===== config.mk =====
export PLATFORM = sky130hd
export DESIGN_NAME = ctrl_pipe_cond
export DESIGN_NICKNAME = d
export VERILOG_FILES = /design/src/rtl/ctrl_pipe_cond.sv
export SDC_FILE = /design/constraint.sdc
export NUM_CORES = 1
export LEC_CHECK = 0
export BUFFER_PORTS_ARGS = -buffer_cell sky130_fd_sc_hd__buf_4
export CORE_ASPECT_RATIO = 0.8
export CORE_MARGIN = 4
export CORE_UTILIZATION = 46
export CTS_CLUSTER_SIZE = 40
export DETAILED_ROUTE_END_ITERATION = 7
export PLACE_DENSITY = 0.86
export SLEW_MARGIN = 5
export SYNTH_ARGS = -nofsm -noshare
export SYNTH_HDL_FRONTEND = slang
export SYNTH_SLANG_ARGS = --single-unit

===== constraint.sdc =====
create_clock -name clk -period 2.44 [get_ports clk]
set_input_delay 0.488 -clock clk [delete_from_list [all_inputs] [get_ports clk]]
set_output_delay 0.488 -clock clk [all_outputs]
set_load 0.01 [all_outputs]

===== src/rtl/ctrl_pipe_cond.sv =====
`default_nettype none
// ============================================================================
// Module      : ctrl_pipe_cond
// Description : Control pipeline for the ARM-subset core. It registers the
//               decoded controls D->E and evaluates the condition code against
//               the NZCV register. It gates the side-effecting enables and
//               carries them through MEM_STAGES memory stages to writeback.
//               Optional feature macro: CTRL_SQUASH_CNT_EN (squash counter).
// Revision    : 1.0 - initial release
// ============================================================================
module ctrl_pipe_cond #(
    parameter int ALUCW      = 2,
    parameter int MEM_STAGES = 1
) (
    input  logic             clk,
    input  logic             reset,
    input  logic             RegWriteD,
    input  logic             MemWriteD,
    input  logic             MemtoRegD,
    input  logic             BranchD,
    input  logic             PCSD,
    input  logic [1:0]       FlagWD,
    input  logic [3:0]       CondD,
    input  logic [ALUCW-1:0] ALUControlD,
    input  logic [1:0]       ALUSrcD,
    input  logic             FlushE,
    input  logic [3:0]       ALUFlags,
    output logic [ALUCW-1:0] ALUControlE,
    output logic [1:0]       ALUSrcE,
    output logic             MemtoRegE,
    output logic             BranchTakenE,
    output logic             RegWriteM,
    output logic             MemWriteM,
    output logic             PCSrcW,
    output logic             RegWriteW,
    output logic             MemtoRegW,
    output logic [3:0]       FlagsQ,
    output logic [15:0]      SquashCnt
);

    localparam logic [3:0] c_cond_al = 4'b1110;

    typedef struct packed {
        logic             regw;
        logic             memw;
        logic             mtr;
        logic             br;
        logic             pcs;
        logic [1:0]       flagw;
        logic [3:0]       cond;
        logic [ALUCW-1:0] aluc;
        logic [1:0]       alusrc;
    } e_ctrl_t;

    typedef struct packed {
        logic pcs;
        logic regw;
        logic memw;
        logic mtr;
    } m_ctrl_t;

    typedef struct packed {
        logic pcs;
        logic regw;
        logic mtr;
    } w_ctrl_t;

    e_ctrl_t    e_d, e_q;
    m_ctrl_t    m_d [MEM_STAGES];
    m_ctrl_t    m_q [MEM_STAGES];
    w_ctrl_t    w_d, w_q;
    logic [3:0] flags_d, flags_q;
    logic       w_n, w_z, w_c, w_v;
    logic       w_cond_ex;
    logic       w_regw_g, w_memw_g, w_pcs_g;

    assign {w_n, w_z, w_c, w_v} = flags_q;

    always_comb begin
        w_cond_ex = 1'b0;
        case (e_q.cond)
            4'b0000: w_cond_ex = w_z;
            4'b0001: w_cond_ex = !w_z;
            4'b0010: w_cond_ex = w_c;
            4'b0011: w_cond_ex = !w_c;
            4'b0100: w_cond_ex = w_n;
            4'b0101: w_cond_ex = !w_n;
            4'b0110: w_cond_ex = w_v;
            4'b0111: w_cond_ex = !w_v;
            4'b1000: w_cond_ex = w_c & !w_z;
            4'b1001: w_cond_ex = !w_c | w_z;
            4'b1010: w_cond_ex = (w_n == w_v);
            4'b1011: w_cond_ex = (w_n != w_v);
            4'b1100: w_cond_ex = !w_z & (w_n == w_v);
            4'b1101: w_cond_ex = w_z | (w_n != w_v);
            4'b1110: w_cond_ex = 1'b1;
            default: w_cond_ex = 1'b0;
        endcase
    end

    assign w_regw_g = e_q.regw & w_cond_ex;
    assign w_memw_g = e_q.memw & w_cond_ex;
    assign w_pcs_g  = (e_q.pcs | e_q.br) & w_cond_ex;

    // A flushed slot becomes a bubble: no enables and an always-true condition.
    always_comb begin
        e_d      = '0;
        e_d.cond = c_cond_al;
        if (!FlushE) begin
            e_d.regw   = RegWriteD;
            e_d.memw   = MemWriteD;
            e_d.mtr    = MemtoRegD;
            e_d.br     = BranchD;
            e_d.pcs    = PCSD;
            e_d.flagw  = FlagWD;
            e_d.cond   = CondD;
            e_d.aluc   = ALUControlD;
            e_d.alusrc = ALUSrcD;
        end
    end

    always_comb begin
        flags_d = flags_q;
        if (e_q.flagw[1] && w_cond_ex) flags_d[3:2] = ALUFlags[3:2];
        if (e_q.flagw[0] && w_cond_ex) flags_d[1:0] = ALUFlags[1:0];
    end

    always_comb begin
        m_d[0].pcs  = w_pcs_g;
        m_d[0].regw = w_regw_g;
        m_d[0].memw = w_memw_g;
        m_d[0].mtr  = e_q.mtr;
        for (int i = 1; i < MEM_STAGES; i++) begin
            m_d[i] = m_q[i-1];
        end
        w_d.pcs  = m_q[MEM_STAGES-1].pcs;
        w_d.regw = m_q[MEM_STAGES-1].regw;
        w_d.mtr  = m_q[MEM_STAGES-1].mtr;
    end

    always_ff @(posedge clk or negedge reset) begin
        if (!reset) begin
            e_q      <= '0;
            e_q.cond <= c_cond_al;
            flags_q  <= 4'b0000;
            for (int i = 0; i < MEM_STAGES; i++) begin
                m_q[i] <= '0;
            end
            w_q      <= '0;
        end else begin
            e_q     <= e_d;
            flags_q <= flags_d;
            for (int i = 0; i < MEM_STAGES; i++) begin
                m_q[i] <= m_d[i];
            end
            w_q     <= w_d;
        end
    end

`ifdef CTRL_SQUASH_CNT_EN
    logic [15:0] squash_cnt_d, squash_cnt_q;
    logic        w_e_live;

    assign w_e_live = e_q.regw | e_q.memw | e_q.br | e_q.pcs | (|e_q.flagw);

    always_comb begin
        squash_cnt_d = squash_cnt_q;
        if (w_e_live && !w_cond_ex && (squash_cnt_q != 16'hFFFF)) begin
            squash_cnt_d = squash_cnt_q + 16'd1;
        end
    end

    always_ff @(posedge clk or negedge reset) begin
        if (!reset) begin
            squash_cnt_q <= 16'h0000;
        end else begin
            squash_cnt_q <= squash_cnt_d;
        end
    end

    assign SquashCnt = squash_cnt_q;
`else
    assign SquashCnt = 16'h0000;
`endif

    assign ALUControlE  = e_q.aluc;
    assign ALUSrcE      = e_q.alusrc;
    assign MemtoRegE    = e_q.mtr;
    assign BranchTakenE = w_pcs_g;
    assign RegWriteM    = m_q[0].regw;
    assign MemWriteM    = m_q[0].memw;
    assign PCSrcW       = w_q.pcs;
    assign RegWriteW    = w_q.regw;
    assign MemtoRegW    = w_q.mtr;
    assign FlagsQ       = flags_q;

endmodule
`default_nettype wire


==> flow_summary.html, run 1 <==
<table>
<tr><th>Metric</th><th>Value</th></tr>
<tr><th colspan="2">Global route</th></tr>
<tr><td>Vias in the first global route</td><td>775</td></tr>
<tr><td>Total congestion overflow</td><td>0</td></tr>
<tr><td>Wire length of the first global-routing pass</td><td>3.59 mm</td></tr>
<tr><td>All-Layer GR Usage</td><td>0.137</td></tr>
<tr><td>Maximum number of pins on one net before global-route repair</td><td>27</td></tr>
<tr><td>Antenna violations before repair</td><td>0</td></tr>
<tr><th colspan="2">Die</th></tr>
<tr><td>Floorplan die height</td><td>53.9 µm</td></tr>
<tr><td>Die Width</td><td>65.4 µm</td></tr>
<tr><td>Number of ports placed on the die boundary</td><td>53</td></tr>
<tr><td>DIE AREA</td><td>0.00352 mm²</td></tr>
<tr><td>Initial standard-cell utilization of the core</td><td>0.488</td></tr>
<tr><td>Site row count</td><td>16</td></tr>
<tr><td>Area of the core</td><td>0.00248 mm²</td></tr>
<tr><th colspan="2">Placed design</th></tr>
<tr><td>Buffers on Ports</td><td>36</td></tr>
<tr><td>Cells after DPL</td><td>168</td></tr>
<tr><td>Half-perimeter wire length after placement</td><td>1.72 mm</td></tr>
<tr><td>Final Wtd Congestion</td><td>0.813</td></tr>
<tr><th colspan="2">Worst setup path</th></tr>
<tr><td>Delay of the slowest cell on the worst path</td><td>0.58 ns</td></tr>
<tr><td>Highest net fanout along the worst path</td><td>4</td></tr>
<tr><td>Kind of end point of the critical path</td><td>output pin</td></tr>
<tr><td>Crit path required time</td><td>1.95 ns</td></tr>
<tr><td>Worst path top cell family by delay</td><td>simple AND/OR/NAND/NOR gates</td></tr>
<tr><td>Cell type of the slowest stage on the worst timing path</td><td>sky130_fd_sc_hd__dfstp_2</td></tr>
<tr><td>Worst Setup Start Kind</td><td>register</td></tr>
<tr><td>CP Buf/Inv Count</td><td>1</td></tr>
<tr><td>Sequence of cells on the critical path</td><td>or4b_4 -&gt; a311oi_2 -&gt; a21oi_1 -&gt; nand3_1 -&gt; o21a_1 -&gt; buf_4</td></tr>
<tr><td>Path type of the worst setup path</td><td>reg2out</td></tr>
<tr><td>Arrival time at the worst endpoint</td><td>2.03 ns</td></tr>
<tr><th colspan="2">Clock network</th></tr>
<tr><td>CTS H-tree lvls</td><td>1</td></tr>
<tr><td>Clk Latency, worst-skew pair</td><td>0.32 ns</td></tr>
<tr><td>Maximum clock insertion buffer count</td><td>2</td></tr>
<tr><td>CTS clk-pin slew, worst paths</td><td>0.15 ns</td></tr>
<tr><td>Master cell of the clock root buffer</td><td>sky130_fd_sc_hd__clkbuf_4</td></tr>
<tr><td>CTS tree</td><td>built</td></tr>
<tr><td>Num CTS Buffers</td><td>3</td></tr>
<tr><td>Clock sink count</td><td>26</td></tr>
<tr><th colspan="2">Power and ir drop</th></tr>
<tr><td>IR Drop Worst-Case VDD</td><td>550 µV</td></tr>
<tr><td>Power per cell area</td><td>728 mW/mm²</td></tr>
<tr><td>Final Total Pwr</td><td>1.10 mW</td></tr>
<tr><td>Static leakage power</td><td>0.754 nW</td></tr>
<tr><th colspan="2">Final layout</th></tr>
<tr><td>Total inserted antenna cells</td><td>0</td></tr>
<tr><td>Number of fillers in the final layout</td><td>199</td></tr>
<tr><td>Register Area</td><td>656 µm²</td></tr>
<tr><td>Combined area of the multi-input logic cells</td><td>449 µm²</td></tr>
<tr><td>Fin cells</td><td>176</td></tr>
<tr><td>Post-synthesis to final-layout area growth</td><td>25.0%</td></tr>
<tr><td>Nets@finish</td><td>163</td></tr>
<tr><td>Share of final-layout standard cells stronger than drive strength 1</td><td>0.393</td></tr>
<tr><td>Post-layout util</td><td>0.610</td></tr>
<tr><th colspan="2">Logic synthesis</th></tr>
<tr><td>Biggest area contributors in the synthesized netlist</td><td>sky130_fd_sc_hd__dfrtp_1 48%, sky130_fd_sc_hd__buf_4 12%, sky130_fd_sc_hd__nor2b_1 6.7%</td></tr>
<tr><td>Seq/Total Area, Yosys</td><td>0.540</td></tr>
<tr><td>Yosys cell types</td><td>34</td></tr>
<tr><td>Dominant register cell in the synthesized netlist</td><td>sky130_fd_sc_hd__dfrtp_1</td></tr>
<tr><td>Most instantiated cells after synthesis</td><td>23 x sky130_fd_sc_hd__dfrtp_1, 20 x sky130_fd_sc_hd__buf_4, 13 x sky130_fd_sc_hd__nor2b_1</td></tr>
<tr><td>Cell Area, Synth</td><td>0.00121 mm²</td></tr>
<tr><td>Total of flip-flops plus latches after synthesis</td><td>26</td></tr>
<tr><td>Number of synthesized flops with an enable pin</td><td>0</td></tr>
<tr><td>Post-synthesis cell type with the largest combined area</td><td>sky130_fd_sc_hd__dfrtp_1</td></tr>
<tr><td>Async SR Flop Fraction</td><td>1.00</td></tr>
<tr><td>Mean cell area of the mapped netlist</td><td>11.5 µm²</td></tr>
<tr><td>Number of warning messages in the yosys log</td><td>0</td></tr>
<tr><td>Gate Count Post-Synth</td><td>105</td></tr>
<tr><td>Post-synth top area share</td><td>0.475</td></tr>
<tr><td>Most repeated cell in the gate-level netlist after synthesis</td><td>sky130_fd_sc_hd__dfrtp_1</td></tr>
<tr><th colspan="2">Detailed routing</th></tr>
<tr><td>Final wirelength</td><td>2.27 mm</td></tr>
<tr><td>Post-route ant nets</td><td>0</td></tr>
<tr><td>Length of the first detailed-routing pass in iterations</td><td>4</td></tr>
<tr><td>Avg WL per Cell</td><td>12.9 µm</td></tr>
<tr><td>Number of remaining DRC errors</td><td>0</td></tr>
<tr><td>Drt initial violations</td><td>22</td></tr>
<tr><td>Mean number of vias per cell</td><td>4.72</td></tr>
<tr><td>Count of vias placed by the detailed router</td><td>830</td></tr>
<tr><th colspan="2">STA</th></tr>
<tr><td>Final worst slack</td><td>-0.0820 ns</td></tr>
<tr><td>Worst clock skew on the final layout</td><td>0.0108 ns</td></tr>
<tr><td>Achievable clock frequency</td><td>397 MHz</td></tr>
<tr><td>Fin crit share</td><td>1.03</td></tr>
<tr><td>Unrepaired setup endpoints after global routing</td><td>yes</td></tr>
<tr><td>Max-slew violations</td><td>0</td></tr>
<tr><td>Setup-failing EPs final</td><td>1</td></tr>
<tr><td>Final hold vios</td><td>0</td></tr>
<tr><td>Final critical path time including I/O delays and setup</td><td>2.52 ns</td></tr>
<tr><th colspan="2">Run status</th></tr>
<tr><td>Outcome</td><td>finished with violations</td></tr>
<tr><td>Violations in the final reports</td><td>setup timing</td></tr>
<tr><th colspan="2">Flow run</th></tr>
<tr><td>Maximum Capacitance Violations</td><td>0</td></tr>
<tr><th colspan="2">Worst hold path</th></tr>
<tr><td>Type of the tightest min-delay check</td><td>in2async</td></tr>
</table>
## cells in the final DEF, fill, tap and decap left out, types with 2 or more instances in the layout
master and n:
sky130_fd_sc_hd__mux2i_1 2, sky130_fd_sc_hd__o22ai_1 2, sky130_fd_sc_hd__mux2_1 4, sky130_fd_sc_hd__buf_4 40
sky130_fd_sc_hd__inv_1 3, sky130_fd_sc_hd__dfstp_2 3, sky130_fd_sc_hd__and3b_1 2, sky130_fd_sc_hd__nor2_1 2
sky130_fd_sc_hd__dfrtp_1 22, sky130_fd_sc_hd__a31oi_1 2, sky130_fd_sc_hd__nand2_1 2, sky130_fd_sc_hd__or2_2 3
sky130_fd_sc_hd__clkbuf_4 3, sky130_fd_sc_hd__nor2b_1 13, sky130_fd_sc_hd__conb_1 16, sky130_fd_sc_hd__and2_1 2
sky130_fd_sc_hd__nand3b_1 2
## power by group
group	total [mW]	switching, mW	leakage, nW	internal (mW)
clock	0.294	0.128	0.0279	0.166
sequential	0.541	0.0578	0.325	0.483
combinational	0.267	0.121	0.402	0.146
## cell type report
| cell class | instances | share of cell area |
|---|---|---|
| Sequential cell | 26 | 0.433 |
| Multi-Input combinational cell | 67 | 0.297 |
| Timing Repair Buffer | 40 | 0.198 |
| Tap cell | 36 | 0.0298 |
| Clock inverter | 1 | 0.0198 |
| Clock buffer | 3 | 0.0149 |
| Inverter | 3 | 0.00744 |
## worst reg2reg max path: cells and delay by family, from the launching register on
| family | cells | cell delay (ns) |
|---|---|---|
| mux | 1 | 0.36 |
| simple gates | 1 | 0.46 |
| flops | 1 | 0.58 |
| compound gates | 3 | 0.60 |
## routing by layer
layer	up-vias	GRT usage	wire, µm	part of all wire
li1	384	-	-	-
met1	392	0.159	891	0.39
met2	52	0.244	1160	0.51
met3	2	0.0334	203	0.089
met4	0	0.0586	19	0.0084
met5	-	0	0	0
## cells by family (layout without fill, tap and decap cells)
| kind of cell | count (synthesis) | after routing | share of synthesized area |
|---|---|---|---|
| flip-flops | 26 | 26 | 0.540 |
| buffers and inverters | 27 | 47 | 0.148 |
| XOR/XNOR | 2 | 2 | 0.0145 |
| multiplexers | 6 | 6 | 0.0537 |
| AO/OA/AOI/OAI | 10 | 10 | 0.0640 |
| AND/OR/NAND/NOR | 33 | 33 | 0.177 |
| other | 1 | 16 | 0.00310 |
## worst paths after layout
kind,from,endpoint,slack [ns],depth (start not counted)
worst max-delay path,e_q[7]$_DFF_PN1_,BranchTakenE,-0.08,6
worst min-delay path,reset,MemtoRegW$_DFF_PN0_,0.03,1
worst max register to register,e_q[7]$_DFF_PN1_,FlagsQ[0]$_DFFE_PN0P_,0.33,5
worst min register to register,m_q[3]$_DFF_PN0_,PCSrcW$_DFF_PN0_,0.37,0
max in group asynchronous,reset,e_q[5]$_DFF_PN1_,2.10,1
min in group clk,CondD[2],e_q[6]$_DFF_PN1_,0.35,2
## through the flow
stage               TNS [ns]  instance area [µm²]  worst slack (ns)  hold slack [ns]
floorplan                  0                 1270             0.375            0.192
global placement           0                 1420             0.243            0.334
detailed placement         0                 1420             0.155            0.338
CTS                  -0.0909                 1510           -0.0909           0.0374
global route          -0.216                 1510            -0.216           0.0331
finish               -0.0820                 1510           -0.0820           0.0342
## registers in the layout, indices dropped and copies added (netlist names), 2 cells and up
register and flops:
ALUControlE 2, m_q 2, ALUSrcE 2, e_q 10, FlagsQ 4
## repair_timing
action / 4_1_cts / 5_1_grt
endpoints found under the setup margin: 1 / 1
gates resized for setup: 3 / 1
setup buffers: 4 / 0
hold buffers: 0 / 0
gates cloned: 0 / 0
pin swaps: 0 / 1
(Power assumes the default switching activity.)
==> run 2: changes to the inputs <==
--- a/config.mk
+++ b/config.mk
@@ -11,7 +11,7 @@
 export CORE_UTILIZATION = 46
 export CTS_CLUSTER_SIZE = 40
 export DETAILED_ROUTE_END_ITERATION = 7
-export PLACE_DENSITY = 0.86
+export PLACE_DENSITY_LB_ADDON = 0.1
 export SLEW_MARGIN = 5
 export SYNTH_ARGS = -nofsm -noshare
 export SYNTH_HDL_FRONTEND = slang
==> run 2 against run 1 <==
  * The run still ends with setup timing left
  * Hold slack better by 0.016 ns
  * Sequential share of layout area decreased by 0.11 points
  * Sequential power is essentially flat
  * Maximum frequency shrank 1.6%
  * Flip-flop and latch count did not move
  * Total power shrank 6.2%
  * Setup slack lost 0.041 ns
  * Clock skew shrank 0.0060 ns
  * Via count is 0.84% lower
==> flow_summary.html, run 2 (same netlist as run 1, synthesis figures left out) <==
<table>
<tr><th>Metric</th><th>Value</th></tr>
<tr><th colspan="2">Die</th></tr>
<tr><td>DIE AREA</td><td>0.00352 mm²</td></tr>
<tr><td>Die Width</td><td>65.4 µm</td></tr>
<tr><td>Floorplan die height</td><td>53.9 µm</td></tr>
<tr><td>Site row count</td><td>16</td></tr>
<tr><td>Initial standard-cell utilization of the core</td><td>0.488</td></tr>
<tr><td>Area of the core</td><td>0.00248 mm²</td></tr>
<tr><td>Number of ports placed on the die boundary</td><td>53</td></tr>
<tr><th colspan="2">STA</th></tr>
<tr><td>Final worst slack</td><td>-0.123 ns</td></tr>
<tr><td>Max-slew violations</td><td>0</td></tr>
<tr><td>Worst clock skew on the final layout</td><td>0.00480 ns</td></tr>
<tr><td>Fin crit share</td><td>1.05</td></tr>
<tr><td>Setup-failing EPs final</td><td>1</td></tr>
<tr><td>Final critical path time including I/O delays and setup</td><td>2.56 ns</td></tr>
<tr><td>Unrepaired setup endpoints after global routing</td><td>yes</td></tr>
<tr><td>Achievable clock frequency</td><td>390 MHz</td></tr>
<tr><td>Worst hold slack across all endpoints</td><td>0.0503 ns</td></tr>
<tr><td>Final hold vios</td><td>0</td></tr>
<tr><th colspan="2">Worst setup path</th></tr>
<tr><td>Arrival time at the worst endpoint</td><td>2.07 ns</td></tr>
<tr><td>Startpoint of the worst setup timing path</td><td>e_q[7]$_DFF_PN1_</td></tr>
<tr><td>Crit path required time</td><td>1.95 ns</td></tr>
<tr><td>Highest net fanout along the worst path</td><td>3</td></tr>
<tr><td>Path type of the worst setup path</td><td>reg2out</td></tr>
<tr><td>Reg-to-Reg Start</td><td>e_q[7]$_DFF_PN1_</td></tr>
<tr><td>Kind of end point of the critical path</td><td>output pin</td></tr>
<tr><td>Depth of the most critical reg-to-reg path</td><td>5</td></tr>
<tr><td>Worst Setup Start Kind</td><td>register</td></tr>
<tr><th colspan="2">Final layout</th></tr>
<tr><td>Fin cells</td><td>177</td></tr>
<tr><td>Number of fillers in the final layout</td><td>230</td></tr>
<tr><td>Nets@finish</td><td>164</td></tr>
<tr><td>Post-layout util</td><td>0.611</td></tr>
<tr><td>Number of flip-flops in the largest register</td><td>10</td></tr>
<tr><td>Register with the highest flop count</td><td>e_q</td></tr>
<tr><td>Post-synthesis to final-layout area growth</td><td>25.3%</td></tr>
<tr><td>Register Area</td><td>656 µm²</td></tr>
<tr><td>Share of final-layout standard cells stronger than drive strength 1</td><td>0.411</td></tr>
<tr><td>Total inserted antenna cells</td><td>0</td></tr>
<tr><td>Area of all placed cells without fillers</td><td>0.00152 mm²</td></tr>
<tr><td>Combined area of the multi-input logic cells</td><td>458 µm²</td></tr>
<tr><td>Most frequent standard cell in the layout excluding fill and tap cells</td><td>sky130_fd_sc_hd__buf_4</td></tr>
<tr><td>Highest-count cells in the layout ignoring fill and taps</td><td>40 x sky130_fd_sc_hd__buf_4, 22 x sky130_fd_sc_hd__dfrtp_1, 16 x sky130_fd_sc_hd__conb_1, 13 x sky130_fd_sc_hd__nor2b_1, 4 x sky130_fd_sc_hd__mux2_1</td></tr>
<tr><th colspan="2">Clock network</th></tr>
<tr><td>Post-cts hold buffer count</td><td>0</td></tr>
<tr><td>Master cell of the clock root buffer</td><td>sky130_fd_sc_hd__clkbuf_4</td></tr>
<tr><td>Clock sink count</td><td>26</td></tr>
<tr><td>CTS clk-pin slew, worst paths</td><td>0.13 ns</td></tr>
<tr><td>Maximum clock insertion buffer count</td><td>2</td></tr>
<tr><td>CTS H-tree lvls</td><td>1</td></tr>
<tr><td>Clk Latency, worst-skew pair</td><td>0.31 ns</td></tr>
<tr><td>Num CTS Buffers</td><td>3</td></tr>
<tr><td>CTS tree</td><td>built</td></tr>
<tr><th colspan="2">Detailed routing</th></tr>
<tr><td>Final wirelength</td><td>2.30 mm</td></tr>
<tr><td>Drt initial violations</td><td>15</td></tr>
<tr><td>Length of the first detailed-routing pass in iterations</td><td>6</td></tr>
<tr><td>Mean number of vias per cell</td><td>4.65</td></tr>
<tr><td>Avg WL per Cell</td><td>13.0 µm</td></tr>
<tr><td>Count of vias placed by the detailed router</td><td>823</td></tr>
<tr><td>Post-route ant nets</td><td>0</td></tr>
<tr><td>Number of remaining DRC errors</td><td>0</td></tr>
<tr><th colspan="2">Power and ir drop</th></tr>
<tr><td>Static leakage power</td><td>0.758 nW</td></tr>
<tr><td>Switching fraction of total power</td><td>0.295</td></tr>
<tr><td>Gate power share</td><td>0.275</td></tr>
<tr><td>Internal power component</td><td>0.728 mW</td></tr>
<tr><td>Share of power burned in the clock network</td><td>0.200</td></tr>
<tr><td>Power per cell area</td><td>681 mW/mm²</td></tr>
<tr><td>IR Drop Worst-Case VDD</td><td>323 µV</td></tr>
<tr><td>Psw</td><td>0.305 mW</td></tr>
<tr><td>Part of the power in registers</td><td>0.524</td></tr>
<tr><th colspan="2">Placed design</th></tr>
<tr><td>Buffers on Ports</td><td>36</td></tr>
<tr><td>Cells after DPL</td><td>168</td></tr>
<tr><td>Cell area reported after detailed placement</td><td>0.00142 mm²</td></tr>
<tr><td>Half-perimeter wire length after placement</td><td>1.60 mm</td></tr>
<tr><td>Final Wtd Congestion</td><td>0.705</td></tr>
<tr><th colspan="2">Run status</th></tr>
<tr><td>Violations in the final reports</td><td>setup timing</td></tr>
<tr><td>Outcome</td><td>finished with violations</td></tr>
<tr><th colspan="2">Global route</th></tr>
<tr><td>Vias in the first global route</td><td>792</td></tr>
<tr><td>Maximum number of pins on one net before global-route repair</td><td>27</td></tr>
<tr><td>Total congestion overflow</td><td>0</td></tr>
<tr><td>Wire length of the first global-routing pass</td><td>3.45 mm</td></tr>
<tr><td>All-Layer GR Usage</td><td>0.135</td></tr>
<tr><td>Antenna violations before repair</td><td>0</td></tr>
<tr><th colspan="2">Worst hold path</th></tr>
<tr><td>Type of the tightest min-delay check</td><td>in2async</td></tr>
<tr><th colspan="2">Flow run</th></tr>
<tr><td>Maximum Capacitance Violations</td><td>0</td></tr>
</table>
==> run 2: power by group through the flow <==
stage | Clock (mW) | Sequential, mW | Combinational [mW]
CTS | 0.217 | 0.538 | 0.274
detailed placement | 0 | 0.547 | 0.253
floorplan | 0 | 0.546 | 0.150
global route | 0.239 | 0.550 | 0.311
global placement | 0 | 0.547 | 0.247
finish | 0.207 | 0.541 | 0.284
==> run 2: final cells by class <==
class,count,area share
flip-flops and latches,26,0.432
multi-input cells,67,0.302
repair buffers,41,0.205
well taps,36,0.0297
clock buffers,4,0.0239
inverters,3,0.00742
==> run 2: through the flow <==
stage | total power [mW] | setup TNS, ns | setup WS (ns)
floorplan | 0.696 | 0 | 0.375
global placement | 0.795 | 0 | 0.219
detailed placement | 0.800 | 0 | 0.158
CTS | 1.03 | -0.0900 | -0.0900
global route | 1.10 | -0.197 | -0.197
finish | 1.03 | -0.123 | -0.123
==> run 2: worst paths after layout <==
check / endpoint / slack, ns
max in group asynchronous: e_q[7]$_DFF_PN1_ / 2.10
hold / removal: FlagsQ[2]$_DFFE_PN0P_ / 0.05
setup reg to reg: FlagsQ[0]$_DFFE_PN0P_ / 0.27
min in group clk: e_q[5]$_DFF_PN1_ / 0.35
hold reg to reg: MemtoRegW$_DFF_PN0_ / 0.36
setup / recovery: BranchTakenE / -0.12
==> run 2: per-layer routing <==
metal / vias up / wire length [µm] / global-route usage
li1: 382 / - / -
met1: 378 / 832 / 0.138
met3: 9 / 285 / 0.0647
met2: 54 / 1130 / 0.250
met5: - / 0 / 0
met4: 0 / 50 / 0.0345
==> run 2: worst max-delay path: stages (launching register included) <==
cell and delay [ns]:
sky130_fd_sc_hd__dfstp_2 0.57, sky130_fd_sc_hd__or4b_4 0.46, sky130_fd_sc_hd__a311oi_2 0.26, sky130_fd_sc_hd__a21oi_2 0.10, sky130_fd_sc_hd__nand3_2 0.10, sky130_fd_sc_hd__o21a_1 0.17
sky130_fd_sc_hd__buf_6 0.11
==> run 2: repair_timing <==
item / CTS / global route
buffers inserted: 4 / 1
pin swaps: 1 / 1
gates resized for setup: 4 / 3
setup endpoints to repair: 1 / 1
